--- config.mk ---
export PLATFORM = sky130hd
export DESIGN_NAME = branch_predictor_2bc
export DESIGN_NICKNAME = d
export VERILOG_FILES = /design/src/rtl/branch_predictor_2bc.sv
export SDC_FILE = /design/constraint.sdc
export NUM_CORES = 1
export LEC_CHECK = 0
export CAP_MARGIN = 5
export CELL_PAD_IN_SITES_DETAIL_PLACEMENT = 1
export CELL_PAD_IN_SITES_GLOBAL_PLACEMENT = 1
export CORE_MARGIN = 1.5
export CORE_UTILIZATION = 45
export CTS_BUF_LIST = sky130_fd_sc_hd__clkbuf_16
export DETAILED_ROUTE_END_ITERATION = 16
export GPL_TIMING_DRIVEN = 0
export PLACE_DENSITY = 0.87
export SETUP_SLACK_MARGIN = 0.15
export SYNTH_ARGS = -nofsm -noshare
export SYNTH_HDL_FRONTEND = slang
export SYNTH_SLANG_ARGS = --single-unit
--- constraint.sdc ---
create_clock -name CLK -period 7 [get_ports CLK]
set_clock_uncertainty 0.1 [all_clocks]
set_input_delay 0.7 -clock CLK [delete_from_list [all_inputs] [get_ports CLK]]
set_output_delay 0.7 -clock CLK [all_outputs]
set_load 0.03 [all_outputs]
--- src/rtl/branch_predictor_2bc.sv ---
// Direct-mapped table of saturating counters with saturating branch/mispredict statistics.
// Optional gshare indexing is enabled by defining BHT_GSHARE_EN.
module branch_predictor_2bc #(
  parameter int unsigned INDEX_BITS   = 6,
  parameter int unsigned COUNTER_BITS = 2,
  parameter int unsigned HIST_BITS    = 6,
  parameter int unsigned STAT_BITS    = 32
) (
  input  logic                  CLK,
  input  logic                  RESETn,
  input  logic [31:0]           PCF,
  output logic                  PrPCSrcF,
  output logic [INDEX_BITS-1:0] PredIdxF,
  input  logic                  BranchM,
  input  logic [INDEX_BITS-1:0] PredIdxM,
  input  logic                  TakenM,
  input  logic                  MispredM,
  output logic [STAT_BITS-1:0]  BranchCount,
  output logic [STAT_BITS-1:0]  MispredCount
);

  localparam int unsigned Entries = 2 ** INDEX_BITS;
  localparam logic [COUNTER_BITS-1:0] CtrInit = COUNTER_BITS'((1 << (COUNTER_BITS - 1)) - 1);
  localparam logic [COUNTER_BITS-1:0] CtrMax  = {COUNTER_BITS{1'b1}};

  logic [COUNTER_BITS-1:0] r_ctr [Entries];
  logic [STAT_BITS-1:0]    r_branch_cnt;
  logic [STAT_BITS-1:0]    r_mispred_cnt;

  logic [INDEX_BITS-1:0]   w_base_idx;
  logic [COUNTER_BITS-1:0] w_ctr_rd;
  logic [COUNTER_BITS-1:0] w_ctr_old;
  logic [COUNTER_BITS-1:0] w_ctr_new;
  logic                    w_unused_pcf;

  assign w_base_idx   = PCF[INDEX_BITS+1:2];
  assign w_unused_pcf = ^{PCF[31:INDEX_BITS+2], PCF[1:0]};

`ifdef BHT_GSHARE_EN
  logic [HIST_BITS-1:0] r_ghr;

  always_ff @(posedge CLK or negedge RESETn) begin
    if (!RESETn) begin
      r_ghr <= '0;
    end else if (BranchM) begin
      // Truncating the concatenation drops the oldest bit; also covers HIST_BITS == 1.
      r_ghr <= HIST_BITS'({r_ghr, TakenM});
    end
  end

  assign PredIdxF = w_base_idx ^ INDEX_BITS'(r_ghr);
`else
  assign PredIdxF = w_base_idx;
`endif

  // Lookup reads the registered table only, so a same-cycle training write is not bypassed.
  assign w_ctr_rd = r_ctr[PredIdxF];
  assign PrPCSrcF = w_ctr_rd[COUNTER_BITS-1];

  always_comb begin
    w_ctr_old = r_ctr[PredIdxM];
    w_ctr_new = w_ctr_old;
    if (TakenM) begin
      if (w_ctr_old != CtrMax) w_ctr_new = w_ctr_old + COUNTER_BITS'(1);
    end else begin
      if (w_ctr_old != '0) w_ctr_new = w_ctr_old - COUNTER_BITS'(1);
    end
  end

  always_ff @(posedge CLK or negedge RESETn) begin
    if (!RESETn) begin
      for (int i = 0; i < Entries; i++) begin
        r_ctr[i] <= CtrInit;
      end
    end else if (BranchM) begin
      r_ctr[PredIdxM] <= w_ctr_new;
    end
  end

  always_ff @(posedge CLK or negedge RESETn) begin
    if (!RESETn) begin
      r_branch_cnt  <= '0;
      r_mispred_cnt <= '0;
    end else if (BranchM) begin
      if (r_branch_cnt != '1) r_branch_cnt <= r_branch_cnt + STAT_BITS'(1);
      if (MispredM && (r_mispred_cnt != '1)) r_mispred_cnt <= r_mispred_cnt + STAT_BITS'(1);
    end
  end

  assign BranchCount  = r_branch_cnt;
  assign MispredCount = r_mispred_cnt;

endmodule

==> impl_metrics.ini, run 1 <==
[floorplanning]
initial_utilization = 0.458
dieArea_um2 = 22300
die_x_um = 149
fp-row-count = 53
die_y_um = 149
io_pins = 114
core_um2 = 21000

[clocking]
ctsLongestPathBuffers = 2
cts_tree = done
cts_num_sinks = 192
clk_latency_ns = 0.44
cts_resized = 0
clk_pin_slew_worst_paths_ns = 0.08
h-tree-depth = 4
cts_root_buf = clkbuf_16
ctsHoldBuffers = 0
cts_made_buffers = 17
post_cts_buffers = 0

[cells_and_area]
final_cell_area_um2 = 11500
nets = 992
drive_above_1_share = 0.249
antennaDiodeCount = 0
area_growth_pct = 18.9
stdcell_count = 1235

[sta]
slew_viol_final = 0
maxSlewHeadroom = 0.0727
rsz0062_at_grt = false
finalHoldViolCount = 0
setup_viol = 0
fin_crit_ns = 5.08
worst_pin_slew_ns = 1.39
post-route-period-util = 0.726
fmax_mhz = 197

[global_route]
grtUsageMet1 = 0.337
grt_pass1_wl_um = 45500
grt_pass1_vias = 8009
track_usage = 0.270
grt_max_degree = 120
use_met3 = 0.0703
antenna_found_initial = 0
grt-busiest-layer = met2
grt.met2_usage = 0.438
grt_overflow = 0

[detailed_routing]
post-route-drc-count = 0
wirelength_um = 28400
dr.pass1.iters = 5
routed-via-count = 7437
wl_per_cell_um = 23.0
avgViaCountPerCell = 6.02
drtIter0Drc = 439
ant_nets = 0

[power]
power_density_nw_per_um2 = 249
p_leak_nw = 4.78
ir_worst_vdd_mv = 0.204

[critical_path]
startpoint_type = primary input
cp_max_fo = 10
r2r-end = r_ctr[126]
rrSetupSlack_ns = 3.81
cp.arrival_ns = 4.28
max_stage_delay_ns = 0.85
r2r_start = r_ctr[49]
path_class = in -> out
cp.required_ns = 6.20
crit_path_top_delay_cell = buf_1
end_kind = output port
cp_cell_sequence = clkbuf_1 > buf_1 > mux4_2 > mux4_2 > mux4_2 > clkdlybuf4s50_1
reg2reg_depth = 8
cp_common_cell = mux4_2

[synth]
ys_warn_count = 0
yosysTopAreaCell = dfrtp_1
ys_seq_area_frac = 0.507
syn_area_um2 = 9640
ys_types = 52
ys.flop_type = dfrtp_1
synth_area_leaders = dfrtp_1 33%, dfstp_2 17%, mux4_2 9.1%
synth_seq_cells = 192
synth.top_cell.area_share = 0.332
synthCells = 845
synth-edff-count = 0
async_reset_ff_frac = 1.00
syn_area_per_cell_um2 = 11.4
syn_nets = 890

[placement]
routabilityCongestion = 0.853
placed_cells = 1203
placed_cell_area_um2 = 10800
hpwl_um = 19800
portBuffers = 81

[run]
drv_cap = 0

[worst_hold_path]
hp-class = in -> async

[status]
run_status = complete, no violations
## cell families after synthesis
| kind of cell | after synthesis | share of synthesized area |
|---|---|---|
| buffers and inverters | 54 | 0.0305 |
| adders and majority gates | 4 | 0.00493 |
| DFF | 192 | 0.507 |
| AOI/OAI and AO/OA | 103 | 0.0618 |
| and+or+nand+nor | 308 | 0.153 |
| muxes | 124 | 0.189 |
| xor gates and xnor gates | 60 | 0.0545 |
## Yosys cell counts, types with 3 or more instances
master,instances
nor4b_1,4
buf_6,6
o22ai_1,5
nand2_1,164
dfstp_2,64
buf_4,9
buf_2,9
inv_1,7
nand3_1,32
o2bb2ai_1,3
mux4_2,39
nand2b_1,5
nor3b_1,5
nand4_1,15
and2_1,4
o21ai_0,59
nor2b_1,4
and3_1,17
nand3b_1,3
clkbuf_1,18
mux2i_1,15
a31oi_1,3
nor2_1,27
and4_1,14
o21ai_1,13
mux2_2,70
buf_1,4
nor3_1,6
xnor2_1,40
dfrtp_1,128
a21oi_1,5
and3b_1,3
xor2_1,20
## critical path: cells and delay by family
family,cells,cell delay [ns]
muxes,3,1.64
buffers and inverters,3,1.94
## metal layers
metal  part of all wire  routed length [um]  vias up
met5                  0                   0        -
met4              0.037                1050        0
met3              0.074                2120       84
met2               0.49               13800      299
met1               0.40               11400     3833
li1                   -                   -     3221
## cells in the final DEF (no fill, tap or decap), drive strengths merged, types with 5 or more instances in the layout
| cell | count |
|---|---|
| nand2 | 164 |
| dfrtp | 128 |
| clkdlybuf4s50 | 80 |
| o21ai | 72 |
| mux2 | 70 |
| dfstp | 64 |
| xnor2 | 40 |
| mux4 | 39 |
| clkbuf | 36 |
| nand3 | 32 |
| buf | 31 |
| nor2 | 27 |
| xor2 | 20 |
| and3 | 17 |
| mux2i | 15 |
| nand4 | 15 |
| and4 | 14 |
| inv | 14 |
| nor3 | 6 |
| nand2b | 5 |
| nor3b | 5 |
| a21oi | 5 |
| o22ai | 5 |
| clkinv | 5 |
## how the worst max path moves through the flow
stage,startpoint,endpoint,slack (ns)
after floorplan,PCF[2],PrPCSrcF,2.98
after global placement,RESETn,MispredCount[24],-2.80
after detailed placement,PCF[2],PrPCSrcF,1.83
after CTS,PCF[2],PrPCSrcF,1.85
after global routing,PCF[2],PrPCSrcF,1.71
final,PCF[2],PrPCSrcF,1.92
## through the flow
step	util	power (W)	setup TNS [ns]	setup WS, ns	hold slack, ns
floorplan	-	0.00163	0	2.98	0.304
detailed placement	0.516	0.00185	0	1.83	0.355
global placement	0.513	0.00182	-375.45	-2.80	0.349
CTS	0.545	0.00287	0	1.85	0.138
global route	0.545	0.00297	0	1.71	0.154
finish	0.545	0.00285	0	1.92	0.121
## area by class of cell
class	instances	area (um^2)
clock inverters	15	190
repair buffers	83	855
flip-flops and latches	192	4880
well taps	275	344
clock buffers	17	425
fillers	2205	9560
plain buffers	47	268
multi-input cells	599	4470
inverters	7	26.3
## sequential cells by signal, summed over array words and instances (netlist names)
name / count
r_ctr: 128
MispredCount: 32
BranchCount: 32
## where the power goes
group	leakage [nW]	internal (W)	switching, W
combinational	2.06	0.000199	0.000293
sequential	2.43	0.00125	0.0000984
clock	0.293	0.000517	0.000495
(Power assumes the default switching activity.)
==> run 2, diff against run 1 <==
Settings changed: CORE_UTILIZATION 45 to 41, PLACE_DENSITY 0.87 to 0.84.
Clock period 7 ns to 4.3 ns, I/O delays scaled along.
==> impl_metrics.ini, run 2 (synthesis results as in run 1) <==
[clocking]
ctsLongestPathBuffers = 2
cts_made_buffers = 17
post_cts_buffers = 0
clk_pin_slew_worst_paths_ns = 0.07
h-tree-depth = 4
clk_latency_ns = 0.45
cts_root_buf = clkbuf_16
cts_num_sinks = 192
cts_tree = done

[sta]
post-route-period-util = 0.930
worst_slack_ns = 0.302
slew_viol_final = 0
setup_tns_ns = 0
fmax_mhz = 250
worst_pin_slew_ns = 1.33
rsz0062_at_grt = false
finalHoldViolCount = 0
fin_crit_ns = 4.00
setup_viol = 0
whs_ns = 0.366
maxSlewHeadroom = 0.112

[floorplanning]
io_pins = 114
initial_utilization = 0.422
fp-row-count = 55
core_um2 = 22800
dieArea_um2 = 24400
die_x_um = 156
die_y_um = 156

[cells_and_area]
final_util = 0.502
final_cell_mix = 164 x nand2_1, 128 x dfrtp_1, 80 x clkdlybuf4s50_1, 70 x mux2_2, 64 x dfstp_2
largest_reg_flops = 128
antennaDiodeCount = 0
layout_commonest_cell = nand2_1
largest_register = r_ctr
nets = 993
area_growth_pct = 19.1
stdcell_count = 1274
fillers = 2468
drive_above_1_share = 0.249

[critical_path]
cp.arrival_ns = 3.47
reg2reg_depth = 8
r2r-end = r_ctr[112]
cp_max_fo = 10
cp.required_ns = 3.77
end_kind = output port
path_class = in -> out
startpoint_type = primary input
r2r_start = r_ctr[57]
rrSetupSlack_ns = 1.18

[global_route]
use_met3 = 0.0759
grt_max_degree = 106
track_usage = 0.248
grt-busiest-layer = met2
grt.met2_usage = 0.415
grt_overflow = 0
grtUsageMet1 = 0.300
grt_pass1_wl_um = 46000
grt_pass1_vias = 8141
antenna_found_initial = 0

[power]
combPwrFrac = 0.176
switching_power_w = 0.00143
pwr-share-seq = 0.480
switching_share = 0.314
power_frac_clock = 0.344
power_density_nw_per_um2 = 397
p_leak_nw = 4.77
ir_worst_vdd_mv = 0.256
p_int_w = 0.00313

[worst_hold_path]
whs_path_depth = 2
holdPathEnd = r_ctr[118]
hold_start = r_ctr[118]
hp-class = reg -> reg

[detailed_routing]
drtIter0Drc = 470
ant_nets = 0
routed-via-count = 7378
post-route-drc-count = 0
avgViaCountPerCell = 5.79
wirelength_um = 28700
dr.pass1.iters = 5
wl_per_cell_um = 22.5

[run]
drv_cap = 0

[placement]
hpwl_um = 19700
routabilityCongestion = 0.859
portBuffers = 81
placed_cells = 1241
place_ws_ns = -0.293

[status]
run_status = complete, no violations
[run 2: worst max path at each step]
stage | end | slack, ns | startpoint | cells after the start
finish | PrPCSrcF | 0.30 | PCF[2] | 6
global route | PrPCSrcF | 0.16 | PCF[2] | 6
CTS | PrPCSrcF | 0.16 | PCF[3] | 6
detailed placement | PrPCSrcF | -0.29 | PCF[2] | 6
global placement | MispredCount[27] | -5.30 | RESETn | 1
floorplan | PrPCSrcF | 0.82 | PCF[2] | 5
[run 2: through the flow]
stage               area (um^2)  total power [W]
floorplan                  9640          0.00265
global placement          10800          0.00297
detailed placement        10900          0.00302
CTS                       11500          0.00460
global route              11500          0.00475
finish                    11500          0.00456
[run 2: power by group through the flow]
stage	sequential, W	clock [W]	combinational [W]
final	0.00219	0.00157	0.000802
after global routing	0.00221	0.00167	0.000870
after CTS	0.00219	0.00160	0.000808
after detailed placement	0.00222	0	0.000800
after global placement	0.00220	0	0.000767
after floorplan	0.00228	0	0.000367
[run 2: critical path: stages]
cell	delay (ns)
clkbuf_1	0.46
buf_4	0.39
mux4_2	0.57
mux4_2	0.54
mux4_2	0.47
clkdlybuf4s50_1	0.60
[run 2: area by class of cell]
type | count | area, um^2 | share of cell area
Tap cell | 313 | 392 | 0.0341
Buffer | 47 | 273 | 0.0238
Inverter | 7 | 26.3 | 0.00229
Multi-Input combinational cell | 599 | 4470 | 0.389
Timing Repair Buffer | 84 | 865 | 0.0753
Sequential cell | 192 | 4880 | 0.426
Clock inverter | 15 | 146 | 0.0128
Clock buffer | 17 | 425 | 0.0371
[run 2: layer usage]
metal / up-vias / share of wire
met5: - / 0
met1: 3795 / 0.40
met2: 282 / 0.49
met3: 76 / 0.079
met4: 0 / 0.035
li1: 3225 / -
[run 2: what timing repair did]
item                       in CTS  in global routing
resized for setup               5                  3
gates cloned                    0                  0
hold endpoints to repair       41                  0
setup endpoints to repair       1                  1
hold buffers                    1                  0
==> RTL change, RTL diff (flow settings as in run 1) <==
The parameter `COUNTER_BITS` goes from 2 to 1.
--- a/src/rtl/branch_predictor_2bc.sv
+++ b/src/rtl/branch_predictor_2bc.sv
@@ -3,5 +3,5 @@
 module branch_predictor_2bc #(
   parameter int unsigned INDEX_BITS   = 6,
-  parameter int unsigned COUNTER_BITS = 2,
+  parameter int unsigned COUNTER_BITS = 1,
   parameter int unsigned HIST_BITS    = 6,
   parameter int unsigned STAT_BITS    = 32
Behaviour: not the same (a bounded check fails within 4 cycles, from zero or initial values and one cycle with RESETn low).
==> RTL change against run 1 <==
  * Sequential cell count decreased by 64
  * First-iteration DRC count is 38% lower
  * Synthesized area is 32% lower
  * Worst setup slack improved by 0.90 ns
  * Cell count decreased by 29%
  * Largest power group is now clock
  * Highest routed layer unchanged
  * Final area is 29% lower
  * Routed wire length down 36%
  * Die area fell by 32%
  * Power decreased by 22%
  * Utilization is 4.0 points higher
  * Clock power fell by 9.6%
  * Combinational power down 18%
  * Fmax rose by 21%
==> RTL change: results (changes against run 1) <==
status: "finished, final reports clean"
r2r_end: "MispredCount[22]$_DFFE_PN0P_"
synth_compound_area_share_pct: 3.07  # -3.1 points
wl_um: 18300  # -36%
met1_length_um: 7650  # -33%
track_usage_pct: 25.9  # -1.1 points
grt_max_degree: 71  # -41%
dpl_cell_area_um2: 7580  # -30%
p_leak_nw: 3.54  # -26%
grt_pass1_wl_um: 29300  # -36%
routed-wl-met3_um: 893  # -58%
synth.area.top_cells: "dfrtp_1 49%, mux2_2 11%, xnor2_1 6.3%, mux4_2 4.1%, nand2_1 3.0%"
via_per_inst: 5.72  # -5.1%
n_antenna_cell: 0  # unchanged
dp_slack_ns: 2.83  # +0.996 ns
globalRouteMet3Util_pct: 6.46  # -0.58 points
routabilityCongestion: 0.869  # +1.8%
synth-xor-area-share_pct: 7.93  # +2.5 points
met2_usage_pct: 44.5  # +0.75 points
yosys-top-cells-count: "128 x dfrtp_1, 66 x mux2_2, 52 x nand2_1, 51 x nor2_1, 47 x xnor2_1"
drive_gt1_share_pct: 19.7  # -5.2 points
wl_met2_um: 9340  # -33%
slew_headroom_pct: 17.2  # +10 points
ys_seq_area_share_pct: 49.1  # -1.5 points
crit_path_top_delay_cell: "clkdlybuf4s50_1"
hpwl_um: 12600  # -36%
firstDrtPassIters: 4  # -1
ir_worst_vdd_uv: 192  # -6.0%
grt_pass1_vias: 5339  # -33%
fin_nets: 726  # -27%
fillCellCount: 1502  # -32%
synthMuxAreaShare_pct: 16.5  # -2.4 points
synthesis.nets: 625  # -30%
==> RTL change: logic make-up (layout without fill, tap and decap cells) <==
family                     Yosys count  count (layout)
DFF                                128             128
buffers and inverters               39             153
muxes                               84              84
xor gates and xnor gates            59              59
adders and majority gates            2               2
and+or+nand+nor                    243             243
AOI/OAI and AO/OA                   25              25
==> RTL change: through the flow <==
stage          std cells  util (%)  hold WS [ns]
6_report             874      58.5         0.175
2_1_floorplan        580         -         0.304
3_3_place_gp         841      54.0         0.377
5_1_grt              874      58.5         0.223
4_1_cts              874      58.5         0.199
3_5_place_dp         842      54.2         0.391
==> RTL change: cell type report <==
cell class / count / area, um^2 / share of cell area (%)
sequential: 128 / 3200 / 39.1
multi-input combinational: 413 / 3140 / 38.3
timing repair buffer: 82 / 840 / 10.3
clock buffer: 17 / 425 / 5.20
tap: 180 / 225 / 2.75
clock inverter: 15 / 176 / 2.16
buffer: 34 / 160 / 1.96
inverter: 5 / 18.8 / 0.229
==> RTL change: worst max path at each step <==
stage / slack, ns / startpoint / end / cells after the start
after detailed placement: 2.83 / PCF[2] / PrPCSrcF / 8
after global routing: 2.71 / PCF[2] / PrPCSrcF / 8
after global placement: 0.22 / RESETn / MispredCount[25]$_DFFE_PN0P_ / 1
after floorplan: 3.84 / PCF[2] / PrPCSrcF / 6
after CTS: 2.79 / PCF[2] / PrPCSrcF / 8
final: 2.82 / PCF[2] / PrPCSrcF / 8
==> RTL change: power by group through the flow <==
stage | combinational, mW | sequential [mW] | clock (mW)
floorplan | 0.172 | 0.967 | 0
global placement | 0.382 | 0.907 | 0
detailed placement | 0.401 | 0.918 | 0
CTS | 0.406 | 0.907 | 0.928
global route | 0.430 | 0.922 | 0.960
finish | 0.401 | 0.908 | 0.913
